`src/rtl/seq_pkg.sv`:
```
// Shared state encoding, colour codes and helpers for the player-reply checker.
package seq_pkg;

  localparam int unsigned N_DEF = 4;
  localparam int unsigned SW    = 3;

  localparam logic [SW-1:0] S_IDLE         = 3'd0;
  localparam logic [SW-1:0] S_WAIT_PRESS   = 3'd1;
  localparam logic [SW-1:0] S_WAIT_RELEASE = 3'd2;
  localparam logic [SW-1:0] S_DONE         = 3'd3;
  localparam logic [SW-1:0] S_ERR          = 3'd4;

  typedef enum logic [1:0] {
    GREEN  = 2'd0,
    RED    = 2'd1,
    YELLOW = 2'd2,
    BLUE   = 2'd3
  } colour_e;

  // True when exactly one bit of a 4-bit button vector is set.
  function automatic logic is_onehot4(input logic [3:0] v);
    return (v != 4'd0) && ((v & (v - 4'd1)) == 4'd0);
  endfunction

endpackage

```
`src/rtl/press_detect.sv`:
```
// Turns debounced button levels into single-cycle press events with a colour code.
module press_detect
  import seq_pkg::*;
(
  input  logic       clk,
  input  logic       rst_n,
  input  logic [3:0] btn,
  output logic       press_c,
  output logic [1:0] colour_c,
  output logic       released_c
);

  logic [3:0] btn_prev;

  // Previous button levels, so a press is only seen on the transition out of all-released.
  always_ff @(posedge clk or negedge rst_n) begin
    if (!rst_n) begin
      btn_prev <= '0;
    end else begin
      btn_prev <= btn;
    end
  end

  // Press qualification and colour decode; multi-hot patterns never qualify.
  always_comb begin
    press_c    = is_onehot4(btn) && (btn_prev == 4'd0);
    released_c = (btn == 4'd0);
    case (btn)
      4'b0010: colour_c = RED;
      4'b0100: colour_c = YELLOW;
      4'b1000: colour_c = BLUE;
      default: colour_c = GREEN;
    endcase
  end

endmodule

```
`src/rtl/seq_user_check.sv`:
```
// Checks the player's button sequence against the stored round and reports ok/error/timeout.
module seq_user_check
  import seq_pkg::*;
#(
  parameter int unsigned N   = N_DEF,
  parameter int unsigned TMO = 250000000
) (
  input  logic         clk_i,
  input  logic         r_i,
  input  logic         e_i,
  input  logic [N-1:0] round_i,
  input  logic [3:0]   btn_i,
  input  logic [1:0]   exp_i,
  output logic [N-1:0] addr_o,
  output logic [N:0]   sequsr_o,
  output logic         busy_o,
  output logic         ok_o,
  output logic         err_o,
  output logic         tmo_o
);

  localparam int unsigned TW  = $clog2(TMO);
  localparam int unsigned CW  = N + 1;
  localparam logic [TW-1:0] T_LAST = TW'(TMO - 1);

  logic [SW-1:0] state, state_d;
  logic          e_prev;
  logic [N-1:0]  round_q, round_d;
  logic [TW-1:0] timer, timer_d, timer_inc;
  logic [N-1:0]  addr_d;
  logic [CW-1:0] seq_d;
  logic          busy_d, ok_d, err_d, tmo_d;

  logic          press, released;
  logic [1:0]    colour;
  logic          match, last, timeout;

  press_detect u_press (
    .clk       (clk_i),
    .rst_n     (r_i),
    .btn       (btn_i),
    .press_c   (press),
    .colour_c  (colour),
    .released_c(released)
  );

  // State, counters, timer and registered response outputs.
  always_ff @(posedge clk_i or negedge r_i) begin
    if (!r_i) begin
      state    <= S_IDLE;
      e_prev   <= 1'b0;
      round_q  <= '0;
      timer    <= '0;
      addr_o   <= '0;
      sequsr_o <= '0;
      busy_o   <= 1'b0;
      ok_o     <= 1'b0;
      err_o    <= 1'b0;
      tmo_o    <= 1'b0;
    end else begin
      state    <= state_d;
      e_prev   <= e_i;
      round_q  <= round_d;
      timer    <= timer_d;
      addr_o   <= addr_d;
      sequsr_o <= seq_d;
      busy_o   <= busy_d;
      ok_o     <= ok_d;
      err_o    <= err_d;
      tmo_o    <= tmo_d;
    end
  end

  // Next-state and datapath decisions; press outranks timeout, abort outranks everything.
  always_comb begin
    state_d = state;
    round_d = round_q;
    timer_d = timer;
    addr_d  = addr_o;
    seq_d   = sequsr_o;
    ok_d    = 1'b0;
    err_d   = 1'b0;
    tmo_d   = 1'b0;

    timeout   = (timer == T_LAST);
    timer_inc = timeout ? timer : (timer + TW'(1));
    match     = (colour == exp_i);
    last      = (addr_o == round_q);

    case (state)
      S_IDLE: begin
        if (e_i && !e_prev) begin
          state_d = S_WAIT_PRESS;
          round_d = round_i;
          addr_d  = '0;
          seq_d   = '0;
          timer_d = '0;
        end
      end
      S_WAIT_PRESS: begin
        if (!e_i) begin
          state_d = S_IDLE;
        end else if (press && match && !last) begin
          addr_d  = addr_o + N'(1);
          seq_d   = sequsr_o + CW'(1);
          timer_d = '0;
          state_d = S_WAIT_RELEASE;
        end else if (press && match) begin
          seq_d   = sequsr_o + CW'(1);
          ok_d    = 1'b1;
          state_d = S_DONE;
        end else if (press) begin
          err_d   = 1'b1;
          state_d = S_ERR;
        end else if (timeout) begin
          err_d   = 1'b1;
          tmo_d   = 1'b1;
          state_d = S_ERR;
        end else begin
          timer_d = timer_inc;
        end
      end
      S_WAIT_RELEASE: begin
        if (!e_i) begin
          state_d = S_IDLE;
        end else if (timeout) begin
          err_d   = 1'b1;
          tmo_d   = 1'b1;
          state_d = S_ERR;
        end else begin
          timer_d = timer_inc;
          if (released) begin
            state_d = S_WAIT_PRESS;
          end
        end
      end
      S_DONE, S_ERR: begin
        if (released && !e_i) begin
          state_d = S_IDLE;
        end
      end
      default: begin
        state_d = S_IDLE;
      end
    endcase

    busy_d = (state_d == S_WAIT_PRESS) || (state_d == S_WAIT_RELEASE);
  end

endmodule

```
`config.mk`:
```
export PLATFORM = sky130hd
export DESIGN_NAME = seq_user_check
export DESIGN_NICKNAME = d
export VERILOG_FILES = /design/src/rtl/seq_pkg.sv /design/src/rtl/press_detect.sv /design/src/rtl/seq_user_check.sv
export SDC_FILE = /design/constraint.sdc
export NUM_CORES = 1
export LEC_CHECK = 0
export ABC_AREA = 1
export ABC_CLOCK_PERIOD_IN_PS = 1650
export CORE_MARGIN = 1.5
export CORE_UTILIZATION = 45
export DETAILED_ROUTE_END_ITERATION = 7
export DONT_BUFFER_PORTS = 1
export PLACE_DENSITY = 0.6
export SYNTH_ARGS = -nofsm -noshare
export SYNTH_HDL_FRONTEND = slang
export SYNTH_SLANG_ARGS = --single-unit
```
`constraint.sdc`:
```
create_clock -name clk_i -period 1.65 [get_ports clk_i]
set_input_delay 0.165 -clock clk_i [delete_from_list [all_inputs] [get_ports clk_i]]
set_output_delay 0.165 -clock clk_i [all_outputs]
set_load 0.1 [all_outputs]
```
* After elaboration in Yosys (flattened, before gate mapping)
Index checks and enable logic that the tools add are counted.
** Storage, ports and cells
- Input port bits :: 13
- Register bits after elaboration :: 53
** Operators by class
- Reductions and logical operators :: 22
- Add/subtract/negate cells :: 4
- Bitwise operators :: 1
- Muxes and demuxes :: 45
- Equal/unequal tests :: 19
** Operators by type and width (count)
- 28-bit two-way mux :: 7
- 28-bit case mux with 3 select lines :: 1
- 3-bit two-way mux :: 10
- 28-bit by 1-bit adder with 28-bit output (second input constant) :: 1
- 28-bit == test (second input constant) :: 1
- 5-bit two-way mux :: 4
- 1-bit two-way mux :: 14
- 4-bit zero test :: 3
- 4-bit two-way mux :: 3
- 3-bit case mux with 4 select lines :: 1
- 5-bit case mux with 2 select lines :: 1
- 3-bit by 2-bit == test with 1-bit output (second input constant) :: 3
- 3-bit != test (second input constant) :: 3
- 2-bit != test (second input constant) :: 4
- 4-bit case mux with 2 select lines :: 1
- 4-bit AND reduction :: 2
- 3-bit by 1-bit == test with 1-bit output (second input constant) :: 2
- 1-bit logical AND :: 6
- 2-bit case mux with 3 select lines :: 1
- 6-bit AND reduction :: 1
- 5-bit by 1-bit adder with 5-bit output (second input constant) :: 1
- 4-bit by 1-bit adder with 4-bit output (second input constant) :: 1
- 4-bit bitwise AND :: 1
- 4-bit by 2-bit == test with 1-bit output (second input constant) :: 1
- other kinds (15) :: 18

* Depth between registers and ports, before layout
Gate-level depths: netlist of run 1.
- Word-level depth :: 12
- Depth in mapped cells :: 14
- Depth with buffers taken out :: 13

* Cells and area by module
A second synthesis of run 1 with hierarchy kept.
** Unflattened totals
- Cell total of the unflattened synthesis :: 623
- Area, all modules :: 3872.5 um2
** By module, submodules not included
- seq_user_check :: seq. area each 1226.2 um2, area each 3649.8 um2, cells an instance 589, times used 1
- press_detect :: seq. area each 100.1 um2, area each 222.7 um2, cells an instance 34, times used 1

* Least setup slack after synthesis of run 1
OpenSTA, ideal clock, no wires.
- Path kind :: reg-to-reg
- From :: reg addr_o[0]
- To :: reg timer[25]
- Arrival time :: 2.017 ns
- Path buffers :: 2
- Stages on the path, launching flop included :: 11
- Slack :: -0.432 ns
- Period minus slack after synthesis :: 2.082 ns
- Data required time :: 1.585 ns
- Cell sequence :: dfrtp_1 xor2_1 nor2_1 nand3_1 nand2_1 buf_2 buf_2 nand3_1 nand2_1 nand2_2 nand2_1
** On the way
- Longest elaborated chain between the ends :: 6
** Ends and longest elaborated chain
- start: declaration :: line seq_user_check.sv:14 : output logic [N-1:0] addr_o,
- start signal: assignment :: line seq_user_check.sv:65 : addr_o <= addr_d;
- 4-bit == test (*) :: line seq_user_check.sv:88 : last = (addr_o == round_q);
- 1-bit zero test (*) :: line seq_user_check.sv:103 : end else if (press && match && !last) begin
- 1-bit logical AND (*) :: line seq_user_check.sv:103
- 28-bit two-way mux :: line seq_user_check.sv:103
- 28-bit two-way mux :: line seq_user_check.sv:101 : if (!e_i) begin
- 28-bit case mux with 3 select lines :: line seq_user_check.sv:90 : case (state)
- end signal: assignment :: line seq_user_check.sv:64 : timer <= timer_d;
- end: declaration :: line seq_user_check.sv:29 : logic [TW-1:0] timer, timer_d, timer_inc;
Every way passes the cells marked *; elsewhere a longest branch is shown, timed or not. The select of a mux whose other input is x is not followed.
A chain may end at the register's enable or synchronous reset.

* Worst setup path in the final report of run 1
- From :: reg timer[4]
- To :: reg timer[7]
** On the way
- Longest elaborated chain between the ends :: 7
** Ends and longest elaborated chain
- 28-bit by 1-bit adder with 28-bit output / 28-bit == test (equally long branches) :: line seq_user_check.sv:86, seq_user_check.sv:85
- 28-bit two-way mux (*) :: line seq_user_check.sv:115, seq_user_check.sv:126
- 28-bit two-way mux :: line seq_user_check.sv:112 : end else if (press) begin
- 28-bit two-way mux :: line seq_user_check.sv:108 : end else if (press && match) begin
- 28-bit two-way mux :: line seq_user_check.sv:103
- 28-bit two-way mux :: line seq_user_check.sv:101
- 28-bit case mux with 3 select lines (*) :: line seq_user_check.sv:90
Marks and branches as above.

==> run metrics, run 1 <==
CTS Buffer Depth=2; WP data required=1.91 ns; Reg area=1340 um2; CTS clk-pin slew, worst paths=0.10 ns; Overall Power=0.00304 W; via density per instance=4.94; Most Crowded Layer GR=met2; PortBufs=0; Synth area leaders=dfrtp_1 33%, nand2_1 28%, nand3_1 7.6%, nor2_1 7.6%, inv_1 6.6%; drt total wl=11.6 mm; CTS tree=built; relative slew slack=0.663; min setup slack post-route=-0.141 ns; CTS buffer count=5; endpoints failing setup=39; static leakage=2.91 nW; Die Ht=97.4 um; max frequency=558 MHz; vias in the first global route=4175; Nets=777; 1st-pass router iterations=4; post-route antenna net violation count=0; Worst-Margin Slew=0.501 ns; starting density of the core=0.462; peak supply drop=397 uV; Final Hold Vio Count=0; DR WL/cell=13.3 um; DR vias=4301; Tmin final=1.79 ns; Row Count=34; first-pass GRT wire length=19.4 mm; post-route design area=5390 um2; clk root buf=clkbuf_8; Period Utilization, post-route=1.09; total I/O pin count=26; met1 usage in global routing=0.316; Pwr per Cell Area=564 nW/um2; area post-placement=4720 um2; kind of critical path=flip-flop to flip-flop; ant diodes=0; worst hold slack=0.0301 ns; initial antenna violation count=0; share of the synthesized area in the top cell type=0.331; largest net degree at the start of global routing=54; CTS sink cnt=53; GRT met3 Usage=0.0331; worst-skew pair later-pin latency=0.33 ns; r2r setup slk=-0.14 ns; area overhead of the layout relative to synthesis=34.5%; hpwl dp=7.67 mm; Gate Count Post-Synth=656; Synth Register Bits=53; Post-Syn Area=4010 um2; Fill cells=823; Fin Clk Skew=0.0138 ns; warnings from Yosys=0; GRT Util Overall=0.252; share of cells above drive strength 1=0.268; CP Launch Type=flip-flop; Crit. End Element=flip-flop; # DRC=0; post-synth top area cell=dfrtp_1; initial DRC count=201; H-tree lvl count=2; Yosys cell types=29; post-synthesis sequential area ratio=0.331; CORE AREA=8680 um2; status=complete, but fails checks; RSZ-0062 raised after global routing=yes; CP Max Fanout=4; max-cap viol count=0; Multi-input gate area=2580 um2; failing checks=setup timing; GRT overflow=0; die width=97.4 um; Critical Path AT=2.06 ns; met2 GRT Util=0.444; Synth Area per Inst=6.11 um2; max-slew violation count=0; class of the worst hold path=input port to flip-flop; routability cong.=0.951; die area=9490 um2; Post-Syn Nets=672
## logic make-up after synthesis
family,count (synthesis),share of synthesized area
flip-flops,53,0.331
AO/OA/AOI/OAI,15,0.0197
adder cells (fa/ha/maj),3,0.00936
XOR/XNOR,21,0.0458
buffers and inverters,88,0.0920
multiplexers,4,0.0112
AND/OR/NAND/NOR,472,0.491
## power by group
group          total [W]  switching [W]  internal (W)
registers        0.00139      0.0000424       0.00135
logic           0.000674       0.000426      0.000248
clock network   0.000972       0.000507      0.000465
## critical path, stage by stage, from the launching register on
cell	delay, ns
dfrtp_1	0.48
nand2_1	0.14
nor2_1	0.23
nand2_2	0.15
buf_4	0.17
xor2_1	0.13
a21oi_1	0.17
nand3_1	0.11
nand2_1	0.07
nand2_1	0.05
nand2_1	0.05
## path summary, 6_finish.rpt
| kind | start | to | depth (start not counted) |
|---|---|---|---|
| worst max-delay path | timer[4] | timer[7] | 10 |
| worst min-delay path | e_i | state[0] | 2 |
| worst max register to register | timer[4] | timer[7] | 10 |
| worst min register to register | round_q[3] | round_q[3] | 1 |
| max in group asynchronous | r_i | addr_o[3] | 2 |
| min in group asynchronous | r_i | timer[16] | 2 |
## synth_stat cells (all sizes together)
library cell,number
a21oi,3
buf,10
clkbuf,3
dfrtp,53
ha,3
inv,75
mux2,4
nand2,312
nand3,62
nand3b,2
nand4,4
nor2,87
nor3,4
nor4,1
o21ai,12
xnor2,5
xor2,16
## placed cells by master, fill, tap and decap left out, types with 2 or more instances in the layout
cell and count:
nor2_4 11, buf_6 7, nor3_4 2, dfrtp_1 44, nand2_2 29, buf_4 86, inv_2 10, dfrtp_4 2
nor2_1 68, a21oi_2 2, o21ai_0 5, xor2_1 16, dfrtp_2 7, o21ai_1 3, nand3b_1 2, inv_6 2
nor2_2 10, nand3_1 53, inv_1 64, clkbuf_8 5, nand2_1 279, nand3_4 3, xnor2_1 5, ha_1 2
nand2_4 5, dlygate4sd3_1 10, o21ai_2 3, nand4_1 4, nand3_2 6, buf_12 4, mux2_2 4
## final cells by class
cell class                      count  share of cell area
Multi-Input combinational cell    518               0.479
Timing Repair Buffer              108               0.173
Sequential cell                    53               0.249
Clock inverter                      3             0.00881
Tap cell                          108              0.0251
Clock buffer                        5              0.0128
Inverter                           75              0.0529
## metrics by stage
| stage | utilization | cells | setup TNS (ns) | setup slack, ns |
|---|---|---|---|---|
| after floorplan | - | 656 | -0.270 | -0.0239 |
| after global placement | 0.543 | 831 | -11.05 | -0.339 |
| after detailed placement | 0.543 | 831 | -11.80 | -0.360 |
| after CTS | 0.606 | 866 | -3.76 | -0.124 |
| after global routing | 0.622 | 870 | -9.34 | -0.273 |
| final | 0.622 | 870 | -3.16 | -0.141 |
## routing by layer
layer / part of all wire / up-vias
met2: 0.50 / 80
met1: 0.45 / 1995
met3: 0.025 / 26
met5: 0 / -
li1: - / 2200
met4: 0.027 / 0
## sequential cells by signal, indices dropped and copies added, names as in the netlist
name and flops:
e_prev 1, err_o 1, round_q 4, busy_o 1, addr_o 4, state 3, timer 28, sequsr_o 5
tmo_o 1, ok_o 1, u_press.btn_prev 4
## timing repair
action | CTS | global route
endpoints found under the setup margin | 44 | 48
endpoints found under the hold margin | 62 | 0
gates resized for setup | 44 | 37
cloned | 3 | 0
buffers inserted | 13 | 5
hold buffers | 11 | 0
pin swaps | 15 | 14
Power figures use the tool's default switching activity.
==> run 2: changes to the inputs <==
--- a/config.mk
+++ b/config.mk
@@ -12,4 +12,5 @@
 export DETAILED_ROUTE_END_ITERATION = 7
 export DONT_BUFFER_PORTS = 1
+export MAX_ROUTING_LAYER = met4
 export PLACE_DENSITY = 0.6
 export SYNTH_ARGS = -nofsm -noshare
==> constraint.sdc (replaced) <==
create_clock -name clk_i -period 1.65 [get_ports clk_i]
set_input_delay 0.33 -clock clk_i [delete_from_list [all_inputs] [get_ports clk_i]]
set_output_delay 0.33 -clock clk_i [all_outputs]
set_load 0.1 [all_outputs]
==> run metrics, run 2 (synthesis gave the netlist of run 1 again) <==
Fill cells=843; largest net degree at the start of global routing=54; class of the worst hold path=input port to flip-flop; DR vias=4232; post-route antenna net violation count=0; max-cap viol count=0; Final Hold Vio Count=0; PortBufs=0; # DRC=0; via density per instance=4.90; worst hold slack=0.0306 ns; clk root buf=clkbuf_8; first-pass GRT wire length=18.8 mm; Row Count=34; Setup TNS Final=-3.19 ns; Pwr per Cell Area=570 nW/um2; Largest regs=timer (28), sequsr_o (5); min setup slack post-route=-0.121 ns; vias in the first global route=4047; CTS sink cnt=53; Worst Hold Depth=0; commonest non-fill, non-tap cell in the layout=nand2_1; GRT overflow=0; GRT Util Overall=0.249; area overhead of the layout relative to synthesis=34.4%; CORE AREA=8680 um2; CP Max Fanout=5; CP Launch Type=flip-flop; hpwl dp=7.71 mm; Worst-Margin Slew=0.368 ns; Reg area=1340 um2; drt total wl=11.6 mm; DR WL/cell=13.4 um; starting density of the core=0.462; max frequency=564 MHz; Layout Utilization=0.621; CTS buffer count=5; total I/O pin count=26; initial DRC count=167; failing checks=setup timing; most frequent cells in the layout=269 x nand2_1, 86 x buf_4, 70 x nor2_1; endpoints failing setup=36; share of cells above drive strength 1=0.278; Die Ht=97.4 um; CTS Buffer Depth=2; Largest register FFs=28; ant diodes=0; status=complete, but fails checks; Critical Path AT=2.03 ns; Period Utilization, post-route=1.07; Multi-input gate area=2590 um2; worst-skew pair later-pin latency=0.32 ns; RSZ-0062 raised after global routing=yes; peak supply drop=465 uV; Fin Clk Skew=0.0111 ns; die width=97.4 um; CTS tree=built; routability cong.=0.954; CTS clk-pin slew, worst paths=0.11 ns; die area=9490 um2; relative slew slack=0.753; Crit. End Element=flip-flop; 1st-pass router iterations=4; initial antenna violation count=0; max-slew violation count=0; Tmin final=1.77 ns; Reg2Reg Depth=8; most flop-heavy register=timer; H-tree lvl count=2; static leakage=2.96 nW; WP data required=1.91 ns; Nets=770; kind of critical path=flip-flop to flip-flop
==> run 2: worst paths after layout <==
path / start / endpoint / slack (ns)
max: state[1] / timer[16] / -0.12
max in group asynchronous: r_i / addr_o[0] / 0.85
min: e_i / e_prev / 0.03
min reg2reg: round_q[0] / round_q[0] / 0.54
max reg2reg: state[1] / timer[16] / -0.12
min in group asynchronous: r_i / timer[23] / 0.53
==> run 2: metal layers <==
layer  global-route usage  vias up  share of wire
met5                    -        -              0
met4               0.0747        0          0.024
met3               0.0302       24          0.034
met2                0.442       71           0.51
met1                0.295     1939           0.44
li1                     -     2198              -
==> run 2: area by class of cell <==
type,count,area share
multi-input cells,516,0.481
flip-flops and latches,53,0.249
repair buffers,103,0.170
inverters,75,0.0536
well taps,108,0.0251
clock buffers,5,0.0128
clock inverters,3,0.00882
==> run 2: report_power, final <==
part | switching (W) | total [W] | leakage [nW] | internal, W
clock | 0.000495 | 0.000959 | 0.0591 | 0.000464
combinational | 0.000447 | 0.000719 | 2.19 | 0.000272
sequential | 0.0000402 | 0.00139 | 0.703 | 0.00135
==> run 2: what timing repair did <==
| item | in CTS | in global routing |
|---|---|---|
| hold endpoints to repair | 53 | 0 |
| hold buffers | 2 | 0 |
| gates cloned | 1 | 2 |
| buffers inserted | 10 | 13 |
| resized for setup | 29 | 60 |
| pin swaps | 17 | 33 |
| setup endpoints to repair | 44 | 44 |
==> run 2: per-stage QoR <==
stage | power (W) | instance area, um2 | setup slack [ns] | cells
2_1_floorplan | 0.00179 | 4040 | -0.0239 | 656
3_3_place_gp | 0.00193 | 4700 | -0.326 | 831
3_5_place_dp | 0.00194 | 4700 | -0.407 | 831
4_1_cts | 0.00302 | 5060 | -0.149 | 850
5_1_grt | 0.00320 | 5390 | -0.242 | 863
6_report | 0.00307 | 5390 | -0.121 | 863
==> run 2: worst max-delay path, stage by stage (launching register included) <==
cell and delay, ns:
dfrtp_1 0.43, inv_1 0.14, o21ai_1 0.12, nor3_2 0.37
nand2_4 0.13, nor2_4 0.22, clkbuf_16 0.20, nand2_1 0.05
nand2_1 0.05
==> run 3: changes to the inputs <==
==> constraint.sdc (replaced) <==
create_clock -name clk_i -period 1.65 [get_ports clk_i]
set_input_delay 0.165 -clock clk_i [delete_from_list [all_inputs] [get_ports clk_i]]
set_output_delay 0.165 -clock clk_i [all_outputs]
set_load 0.1 [all_outputs]
==> run metrics, run 3 (synthesis gave the netlist of run 1 again) <==
Crit. End Element=flip-flop; CTS Buffer Depth=2; CTS sink cnt=53; kind of critical path=flip-flop to flip-flop; largest net degree at the start of global routing=54; RSZ-0062 raised after global routing=yes; Worst-Margin Slew=0.396 ns; ant diodes=0; PortBufs=0; class of the worst hold path=input port to flip-flop; initial DRC count=191; max-cap viol count=0; static leakage=2.93 nW; CTS tree=built; commonest non-fill, non-tap cell in the layout=nand2_1; status=complete, but fails checks; vias in the first global route=4197; Nets=783; initial antenna violation count=0; hpwl dp=7.98 mm; worst hold slack=0.0443 ns; Pwr per Cell Area=564 nW/um2; clk root buf=clkbuf_8; die width=97.4 um; Critical Path AT=2.09 ns; Largest regs=timer (28), sequsr_o (5); post-route design area=5400 um2; max-slew violation count=0; via density per instance=5.02; Fin Clk Skew=0.00888 ns; CP Launch Type=flip-flop; peak supply drop=412 uV; endpoints failing setup=40; max frequency=545 MHz; relative slew slack=0.735; die area=9490 um2; # DRC=0; H-tree lvl count=2; area overhead of the layout relative to synthesis=34.7%; CTS buffer count=5; Tmin final=1.84 ns; GRT Util Overall=0.259; area post-placement=4740 um2; CTS clk-pin slew, worst paths=0.10 ns; CORE AREA=8680 um2; GRT overflow=0; CP Max Fanout=7; WP data required=1.90 ns; DR WL/cell=13.5 um; failing checks=setup timing; share of cells above drive strength 1=0.263; Layout Utilization=0.622; post-route antenna net violation count=0; Final Hold Vio Count=0; routability cong.=0.944; Period Utilization, post-route=1.11; worst-skew pair later-pin latency=0.31 ns; most flop-heavy register=timer; 1st-pass router iterations=5; min setup slack post-route=-0.186 ns; total I/O pin count=26; most frequent cells in the layout=280 x nand2_1, 93 x buf_4, 70 x nor2_1; starting density of the core=0.462; drt total wl=11.8 mm; Die Ht=97.4 um; Row Count=34; Largest register FFs=28; Overall Power=0.00304 W; DR vias=4394; first-pass GRT wire length=19.6 mm
-- run 3: changes by cell type in the layout (fill, tap and decap cells not counted), moves of 3 or more --
cell | before | now
dfrtp_2 | 6 | 9
dfrtp_1 | 45 | 42
dlygate4sd3_1 | 1 | 10
buf_4 | 86 | 93
nand2_2 | 33 | 28
nand2_4 | 10 | 4
nand2_1 | 269 | 280
-- run 3: repair_timing --
item                                    4_1_cts  5_1_grt
endpoints found under the setup margin       44       45
hold endpoints to repair                     62        0
hold buffers                                 11        0
cloned                                        2        0
resized for setup                            37       31
setup buffers                                14        8
pin swaps                                    23       13
-- run 3: area by class of cell --
class                      count  area [um2]
tap                          108         135
sequential                    53        1350
timing repair buffer         115         985
multi-input combinational    517        2540
inverter                      75         284
clock inverter                 3        47.5
fill                         817        3280
clock buffer                   5        68.8
-- run 3: metrics by stage --
step                setup slack (ns)  instances  TNS, ns
global route                  -0.292        876    -9.05
CTS                           -0.143        869    -3.97
floorplan                    -0.0239        656   -0.270
finish                        -0.186        876    -4.83
global placement              -0.340        834   -10.89
detailed placement            -0.422        834   -13.32
-- run 3: final timing paths --
check | from | slack (ns) | endpoint | cells past startpoint
setup / recovery | state[1] | -0.19 | timer[5] | 8
min in group asynchronous | r_i | 0.36 | timer[16] | 2
max in group asynchronous | r_i | 1.00 | timer[4] | 2
hold / removal | e_i | 0.04 | state[0] | 2
setup reg to reg | state[1] | -0.19 | timer[5] | 8
hold reg to reg | round_q[2] | 0.54 | round_q[2] | 1
-- run 3: power breakdown --
part,switching (W),internal (W)
combinational,0.000434,0.000255
sequential,0.0000403,0.00135
clock,0.000498,0.000465
total,0.000973,0.00207
-- run 3: per-layer routing --
| layer | GRT usage | vias to the layer above | share of wire |
|---|---|---|---|
| met5 | - | - | 0 |
| met4 | 0.0681 | 0 | 0.020 |
| met3 | 0.0223 | 16 | 0.033 |
| met2 | 0.460 | 98 | 0.52 |
| met1 | 0.318 | 2059 | 0.43 |
| li1 | - | 2221 | - |
-- run 3: critical path, stage by stage, from the launching register on --
cell and delay (ns):
dfrtp_1 0.43, inv_1 0.15, o21ai_1 0.13, nor3_2 0.36, nand2_4 0.12, buf_12 0.15
nor2_4 0.32, nand2_2 0.07, nand2_1 0.06
